===== config.mk =====
export PLATFORM = sky130hd
export DESIGN_NAME = w21_output_mac
export DESIGN_NICKNAME = d
export VERILOG_FILES = /design/src/rtl/elm_pkg.sv /design/src/rtl/elm_mul_pipe.sv /design/src/rtl/w21_output_mac.sv
export SDC_FILE = /design/constraint.sdc
export NUM_CORES = 1
export LEC_CHECK = 0
export CAP_MARGIN = 20
export CORE_MARGIN = 4
export CORE_UTILIZATION = 68
export DETAILED_ROUTE_END_ITERATION = 8
export PLACE_DENSITY = 0.88
export SLEW_MARGIN = 40
export SYNTH_ARGS = -nofsm -noshare
export SYNTH_HDL_FRONTEND = slang
export SYNTH_SLANG_ARGS = --single-unit

===== constraint.sdc =====
create_clock -name clk -period 4.8 [get_ports clk]
set_input_delay 0.96 -clock clk [delete_from_list [all_inputs] [get_ports clk]]
set_output_delay 0.96 -clock clk [all_outputs]
set_load 0.02 [all_outputs]

===== src/rtl/elm_pkg.sv =====
// Shared defaults and FSM encoding for the ELM output-layer datapath.
package elm_pkg;
  localparam int N_HID_DEF   = 20;
  localparam int DATA_W_DEF  = 16;
  localparam int ACC_W_DEF   = 40;
  localparam int MUL_LAT_DEF = 2;
  localparam int IDX_W       = 5;

  typedef logic [1:0] state_t;
  localparam state_t ST_IDLE  = 2'd0;
  localparam state_t ST_FETCH = 2'd1;
  localparam state_t ST_DRAIN = 2'd2;
  localparam state_t ST_DONE  = 2'd3;
endpackage


===== src/rtl/elm_mul_pipe.sv =====
// Signed DATA_W x DATA_W multiplier with a MUL_LAT-deep register pipeline.
// A valid bit travels alongside each product.
module elm_mul_pipe #(
  parameter int DATA_W  = 16,
  parameter int MUL_LAT = 2
) (
  input  logic                  clk,
  input  logic                  rst_n,
  input  logic                  in_vld,
  input  logic [DATA_W-1:0]     a,
  input  logic [DATA_W-1:0]     b,
  output logic [2*DATA_W-1:0]   prod,
  output logic                  out_vld,
  output logic                  pend
);

  logic [2*DATA_W-1:0] stage_q [MUL_LAT];
  logic [MUL_LAT-1:0]  vld_q;

  always_ff @(posedge clk or negedge rst_n) begin
    if (!rst_n) begin
      for (int i = 0; i < MUL_LAT; i++) stage_q[i] <= '0;
      vld_q <= '0;
    end else begin
      stage_q[0] <= $signed(a) * $signed(b);
      vld_q[0]   <= in_vld;
      for (int i = 1; i < MUL_LAT; i++) begin
        stage_q[i] <= stage_q[i-1];
        vld_q[i]   <= vld_q[i-1];
      end
    end
  end

  // Anything still in flight ahead of the output stage.
  always_comb begin
    pend = 1'b0;
    for (int i = 0; i < MUL_LAT - 1; i++) pend = pend | vld_q[i];
  end

  assign prod    = stage_q[MUL_LAT-1];
  assign out_vld = vld_q[MUL_LAT-1];

endmodule


===== src/rtl/w21_output_mac.sv =====
// Dot product of hidden activations with W21 weights for one output neuron.
// state | meaning
// IDLE  | accumulator cleared, index at 1, waiting for start
// FETCH | reading index 1..N_HID, one pair per cycle
// DRAIN | waiting for the last product to be accumulated
// DONE  | result valid, done pulse
module w21_output_mac
  import elm_pkg::*;
#(
  parameter int N_HID   = N_HID_DEF,
  parameter int DATA_W  = DATA_W_DEF,
  parameter int ACC_W   = ACC_W_DEF,
  parameter int MUL_LAT = MUL_LAT_DEF
) (
  input  logic              clk,
  input  logic              rst_n,
  input  logic              start,
  output logic              rd_en,
  output logic [IDX_W-1:0]  rd_idx,
  input  logic [DATA_W-1:0] act_in,
  input  logic [DATA_W-1:0] w_in,
  output logic              busy,
  output logic              done,
  output logic [ACC_W-1:0]  result
);

  state_t              state_q, state_d;
  logic [IDX_W-1:0]    idx_q;
  logic                rd_v_q;
  logic [2*DATA_W-1:0] prod;
  logic                prod_vld;
  logic                pipe_pend;
  logic [ACC_W-1:0]    acc_q;
  logic [ACC_W-1:0]    result_q;
  logic [ACC_W-1:0]    prod_ext;

  elm_mul_pipe #(
    .DATA_W  (DATA_W),
    .MUL_LAT (MUL_LAT)
  ) u_mul (
    .clk     (clk),
    .rst_n   (rst_n),
    .in_vld  (rd_v_q),
    .a       (act_in),
    .b       (w_in),
    .prod    (prod),
    .out_vld (prod_vld),
    .pend    (pipe_pend)
  );

  assign prod_ext = {{(ACC_W - 2*DATA_W){prod[2*DATA_W-1]}}, prod};

  always_comb begin
    state_d = state_q;
    case (state_q)
      ST_IDLE:  if (start) state_d = ST_FETCH;
      ST_FETCH: if (idx_q == IDX_W'(N_HID)) state_d = ST_DRAIN;
      // Leave only once the final product is the sole valid in the chain.
      ST_DRAIN: if (prod_vld && !rd_v_q && !pipe_pend) state_d = ST_DONE;
      ST_DONE:  state_d = ST_IDLE;
      default:  state_d = ST_IDLE;
    endcase
  end

  always_ff @(posedge clk or negedge rst_n) begin
    if (!rst_n) begin
      state_q  <= ST_IDLE;
      idx_q    <= '0;
      rd_v_q   <= 1'b0;
      acc_q    <= '0;
      result_q <= '0;
    end else begin
      state_q <= state_d;
      rd_v_q  <= (state_q == ST_FETCH);

      if (state_q == ST_IDLE)
        idx_q <= IDX_W'(1);
      else if (state_q == ST_FETCH && idx_q != IDX_W'(N_HID))
        idx_q <= idx_q + IDX_W'(1);

      if (state_q == ST_IDLE)
        acc_q <= '0;
      else if (prod_vld)
        acc_q <= acc_q + prod_ext;

      if (state_q == ST_DONE)
        result_q <= acc_q;
    end
  end

  assign rd_en  = (state_q == ST_FETCH);
  assign rd_idx = (state_q == ST_FETCH) ? idx_q : '0;
  assign busy   = (state_q != ST_IDLE);
  assign done   = (state_q == ST_DONE);
  assign result = (state_q == ST_DONE) ? acc_q : result_q;

endmodule


==> impl_metrics.yaml, run 1 <==
timing:
  fin_ws_ns: -1.57
  skew_ns: 0.0142
  slew_violations: 0
  period_minus_slack_ns: 6.37
  worstMarginPinSlew_ns: 0.837
  timing.final.crit_share: 1.33
  hold_viol_final: 0
  rsz0062_at_grt: "yes"
  fmax_mhz: 157
  setup_tns_ns: -24.70
  setup_violations: 23
  relSlewSlack: 0.427
clock_tree:
  clk-insertion-delay-late_ns: 0.43
  path_clk_slew_ns: 0.07
  clockBufferDepth: 2
  cts_max_level: 4
  cts_root_buffer: "clkbuf_16"
  hold_buffers: 0
  cts_tree: "done"
  cts_buffers: 17
  clkSinkCount: 154
worst_setup_path:
  cp.arrival_ns: 6.71
  cp-end-kind: "register"
  required_ns: 5.14
  cp_max_fo: 6
  startpoint_type: "input port"
  path_class: "in2reg"
detailed_routing:
  vias: 15100
  wl_per_cell_um: 24.1
  drc: 0
  drtIter0Drc: 1858
  antenna_left: 0
  routed_wirelength_um: 56600
  vias_per_cell: 6.44
  drt_pass1_iterations: 8
floorplanning:
  die_h_um: 167
  io_pins: 83
  core_area_um2: 24600
  die_w_um: 167
  start_util: 0.698
  die-area_um2: 27800
  rows: 57
yosys:
  ys_seq_area_frac: 0.225
  netlist_instances: 1744
  synth_top_area_share: 0.307
  syn_area_um2: 17200
  synth_top_area_cell: "fa_1"
  synth-edff-count: 0
  syn_nets: 2169
  ys_ff_latch: 154
  synth_area_per_cell_um2: 9.84
  async_flop_share: 1.00
  yosys_warnings: 0
  synth.area.top_cells: "fa_1 31%, dfrtp_1 22%, ha_1 9.3%"
  yosysUniqueCellTypes: 61
  synth_flop_cell: "dfrtp_1"
finish:
  n_antenna_cell: 0
  stdcell_count: 2348
  drive_gt1_frac: 0.248
  layout.nets: 2436
  mostFrequentLayoutCells: "301 x inv_1, 238 x fa_1, 163 x buf_4"
  fin_util: 0.870
  n_fill_cell: 1038
  syn2layout_area_growth_pct: 24.7
  layout_commonest_cell: "inv_1"
run:
  drv_cap: 0
run_status:
  violations: "setup timing"
  status: "complete, but fails checks"
grt:
  grt-ovfl-total: 0
  grt_pass1_vias: 16200
  antenna_found_initial: 1
  grt_max_degree: 89
  grt_usage: 0.372
  grt_pass1_wl_um: 82600
place:
  dp_hpwl_um: 33500
  numPortBuffers: 82
  dp_slack_ns: -2.22
  place.gp.congestion: 0.936
  dp_cells: 2270
worst_hold_path:
  holdCritPathClass: "reg2reg"
## metal layers
metal / track usage / up-vias / share of wire
li1: - / 6031 / -
met1: 0.424 / 7287 / 0.33
met2: 0.639 / 1294 / 0.48
met3: 0.0709 / 510 / 0.098
met4: 0.243 / 4 / 0.091
met5: 0 / - / 0.0010
## stage by stage
step / area, um^2 / hold WS [ns]
6_report: 21400 / 0.351
5_1_grt: 21400 / 0.356
3_3_place_gp: 19800 / 0.332
3_5_place_dp: 19800 / 0.335
2_1_floorplan: 17700 / 0.331
4_1_cts: 21100 / 0.346
## Yosys cell counts (all sizes together) (10+ instances only)
cell and instances:
a211oi 16, a21o 21, xnor2 41, nor2 77
nand3 18, dfrtp 154, clkbuf 54, o21a 11
and2 134, mux2i 25, mux2 41, nand2b 13
a21oi 55, nor2b 13, ha 127, xor2 22
o21ai 47, nand2 162, inv 330, fa 263
nor3 12, o21bai 10
## flip-flops by register name (all words and copies together) (netlist names)
register,cells
acc_q,40
u_mul.vld_q,2
rd_v_q,1
state_q,2
u_mul.prod,32
u_mul.stage_q,32
idx_q,5
result_q,40
## critical path: stages
cell	delay, ns
buf_2	0.17
buf_6	0.15
nand2_1	0.11
fa_1	0.61
fa_1	0.45
fa_1	0.55
inv_1	0.07
fa_1	0.48
fa_1	0.54
inv_2	0.05
fa_1	0.53
inv_2	0.05
ha_4	0.21
o21a_1	0.22
o21a_1	0.23
o211ai_1	0.27
o21ai_2	0.16
a211oi_2	0.26
nor2_2	0.09
a21oi_2	0.20
o21ai_1	0.12
xnor2_1	0.21
## repair_timing
action / CTS / global route
pin swaps: 94 / 84
hold endpoints to repair: 0 / 0
setup endpoints to repair: 24 / 23
setup buffers: 35 / 15
gates cloned: 4 / 0
resized for setup: 248 / 85
## worst paths after layout
kind	slack (ns)	cells past startpoint	endpoint	from
min in group asynchronous	0.59	1	result_q[0]	rst_n
setup / recovery	-1.57	22	u_mul.stage_q[61]	w_in[3]
hold reg to reg	0.35	0	u_mul.prod[24]	u_mul.stage_q[56]
hold / removal	0.35	0	u_mul.prod[24]	u_mul.stage_q[56]
max in group asynchronous	3.24	2	u_mul.prod[25]	rst_n
setup reg to reg	1.24	10	acc_q[37]	acc_q[1]
## cell families (layout without fill, tap and decap cells)
kind of cell	after synthesis	in the layout	share of synthesized area
and+or+nand+nor	464	464	0.134
adders and majority gates	390	390	0.399
buffers and inverters	389	669	0.0851
AOI/OAI and AO/OA	218	218	0.0839
DFF	154	154	0.225
muxes	66	66	0.0415
xor gates and xnor gates	63	63	0.0321
## final cells by class
type | count | area (um^2) | share of cell area
clock buffer | 18 | 429 | 0.0200
clock inverter | 14 | 114 | 0.00532
inverter | 331 | 1240 | 0.0581
multi-input combinational | 1201 | 12600 | 0.588
sequential | 154 | 3850 | 0.180
tap | 324 | 405 | 0.0189
timing repair buffer | 306 | 2780 | 0.130
Power of run 1 is left out: the tool's default activity adds up to more than one toggle a clock period on the data nets, which glitch-free logic cannot reach.
==> run 2: changes to the inputs <==
- CAP_MARGIN: 20 -> default
- RECOVER_POWER: default -> 100
==> run 2 against run 1 <==
The run ends with capacitance limit, slew limit, setup timing left; critical path depth is the same; final cell count is the same; non-clock buffer count is the same; worst setup slack lost 0.00086 ns; critical path type unchanged.
==> impl_metrics.yaml, run 2 (synthesis gave the netlist of run 1 again) <==
worst_setup_path:
  r2r_cells: 8
  crit_end: "u_mul.stage_q[61]"
  path_class: "in2reg"
  cp-end-kind: "register"
  cp_max_fo: 6
  cp_slowest_cell: "fa_1"
  r2r_start: "u_mul.vld_q[1]"
  r2r_setup_slack_ns: 0.39
  cp.arrival_ns: 6.71
  crit_top_cell: "fa_1"
  critPathLaunch: "w_in[3]"
  startpoint_type: "input port"
  rr_endpoint: "state_q[0]"
  cp_top_family: "adder cells"
  crit_path_cell_trace: "buf_2 -> buf_6 -> nand2_1 -> fa_1 -> fa_1 -> fa_1 -> inv_1 -> fa_1 -> fa_1 -> inv_2 -> fa_1 -> inv_2 -> ha_4 -> o21a_1 -> o21a_1 -> o211ai_1 -> o21ai_2 -> a211oi_2 -> nor2_2 -> a21oi_2 -> o21ai_1 -> xnor2_1"
  worst-path-buf-inv: 5
  max_stage_delay_ns: 0.61
  required_ns: 5.14
  path_depth: 22
floorplanning:
  die_w_um: 167
  die-area_um2: 27800
  rows: 57
  core_area_um2: 24600
  io_pins: 83
  start_util: 0.698
  die_h_um: 167
timing:
  relSlewSlack: -1.03
  fin_ws_ns: -1.57
  setup_violations: 24
  worstMarginPinSlew_ns: 3.05
  fmax_mhz: 157
  setup_tns_ns: -24.87
  rsz0062_at_grt: "yes"
  period_minus_slack_ns: 6.37
  slew_violations: 261
  timing.final.crit_share: 1.33
  skew_ns: 0.0141
  hold_viol_final: 0
grt:
  grt.met3_usage: 0.0709
  antenna_found_initial: 1
  busiest_layer: "met2"
  grt_usage: 0.372
  grt_use_met1: 0.424
  grt_pass1_vias: 16200
  use_met2: 0.639
  grt_max_degree: 89
  grt_pass1_wl_um: 82600
  grt-ovfl-total: 0
place:
  place.gp.congestion: 0.936
  dp_hpwl_um: 33500
  numPortBuffers: 82
clock_tree:
  clk-insertion-delay-late_ns: 0.44
  cts_buffers: 17
  cts_root_buffer: "clkbuf_16"
  path_clk_slew_ns: 0.07
  cts_max_level: 4
  clockBufferDepth: 2
  cts_tree: "done"
  clkSinkCount: 154
detailed_routing:
  drt_pass1_iterations: 8
  vias: 15100
  vias_per_cell: 6.43
  antenna_left: 0
  drtIter0Drc: 1879
  wl_per_cell_um: 24.1
  routed_wirelength_um: 56600
  drc: 0
finish:
  syn2layout_area_growth_pct: 24.3
  reg_top3: "acc_q: 40 flops, result_q: 40 flops"
  layout.nets: 2436
  layout_commonest_cell: "inv_1"
  n_antenna_cell: 0
  mostFrequentLayoutCells: "301 x inv_1, 238 x fa_1, 156 x buf_4"
  drive_gt1_frac: 0.227
run_status:
  violations: "capacitance limit, slew limit, setup timing"
  status: "complete, but fails checks"
run:
  drv_cap: 5
worst_hold_path:
  holdCritPathClass: "reg2reg"
run 2: cell types whose count changed in the layout (fill, tap and decap cells not counted), moves of 2 or more:
cell | previous run | this run
clkbuf_2 | 1 | 3
and2_0 | 0 | 4
mux2_1 | 1 | 33
dlygate4sd3_1 | 0 | 49
mux2_2 | 40 | 8
and2_1 | 108 | 104
buf_4 | 163 | 156
clkbuf_1 | 1 | 7
clkdlybuf4s50_1 | 50 | 1
run 2: timing repair:
item                       4_1_cts  5_1_grt
setup buffers                   35       15
hold buffers                     0        0
setup endpoints to repair       24       23
pin swaps                       94       84
resized for setup              248       85
gates cloned                     4        0
run 2: cell type report:
| class | count | area, um^2 |
|---|---|---|
| clock inverter | 14 | 114 |
| inverter | 331 | 1240 |
| multi-input combinational | 1201 | 12500 |
| sequential | 154 | 3850 |
| tap | 324 | 405 |
| fill | 1057 | 3270 |
| timing repair buffer | 306 | 2740 |
| clock buffer | 18 | 429 |
run 2: worst min-delay path by stage:
stage	startpoint	endpoint	slack, ns	cells past startpoint
2_1_floorplan	u_mul.stage_q[32]	u_mul.prod[0]	0.33	0
3_5_place_dp	u_mul.stage_q[44]	u_mul.prod[12]	0.33	0
3_3_place_gp	u_mul.stage_q[52]	u_mul.prod[20]	0.33	0
6_report	u_mul.stage_q[53]	u_mul.prod[21]	0.35	0
5_1_grt	u_mul.stage_q[58]	u_mul.prod[26]	0.36	0
4_1_cts	u_mul.stage_q[53]	u_mul.prod[21]	0.35	0
run 2: worst reg2reg max path, stage by stage (launching register included):
cell      delay [ns]
dfrtp_2         0.35
clkbuf_1        2.15
inv_1           0.24
clkbuf_1        0.45
o31ai_1         0.43
o21ai_0         0.18
nor2_1          0.24
o21ai_0         0.14
o21ai_0         0.16
run 2: stage by stage:
step / worst slack [ns] / cell area [um^2] / cells / hold slack [ns] / utilization
after floorplan: -1.38 / 17700 / 1744 / 0.331 / -
after global placement: -1.98 / 19800 / 2270 / 0.332 / 0.806
after detailed placement: -2.22 / 19800 / 2270 / 0.335 / 0.807
after global routing: -1.69 / 21300 / 2348 / 0.356 / 0.867
after CTS: -1.19 / 21100 / 2339 / 0.346 / 0.857
final: -1.57 / 21300 / 2348 / 0.350 / 0.867
run 2: metal layers:
layer | part of all wire | vias up | routed length, um
li1 | - | 6032 | -
met1 | 0.33 | 7304 | 18800
met2 | 0.48 | 1290 | 27200
met3 | 0.097 | 473 | 5520
met4 | 0.089 | 4 | 5030
met5 | 0.00060 | - | 34
Power of run 2 is left out for the same reason.
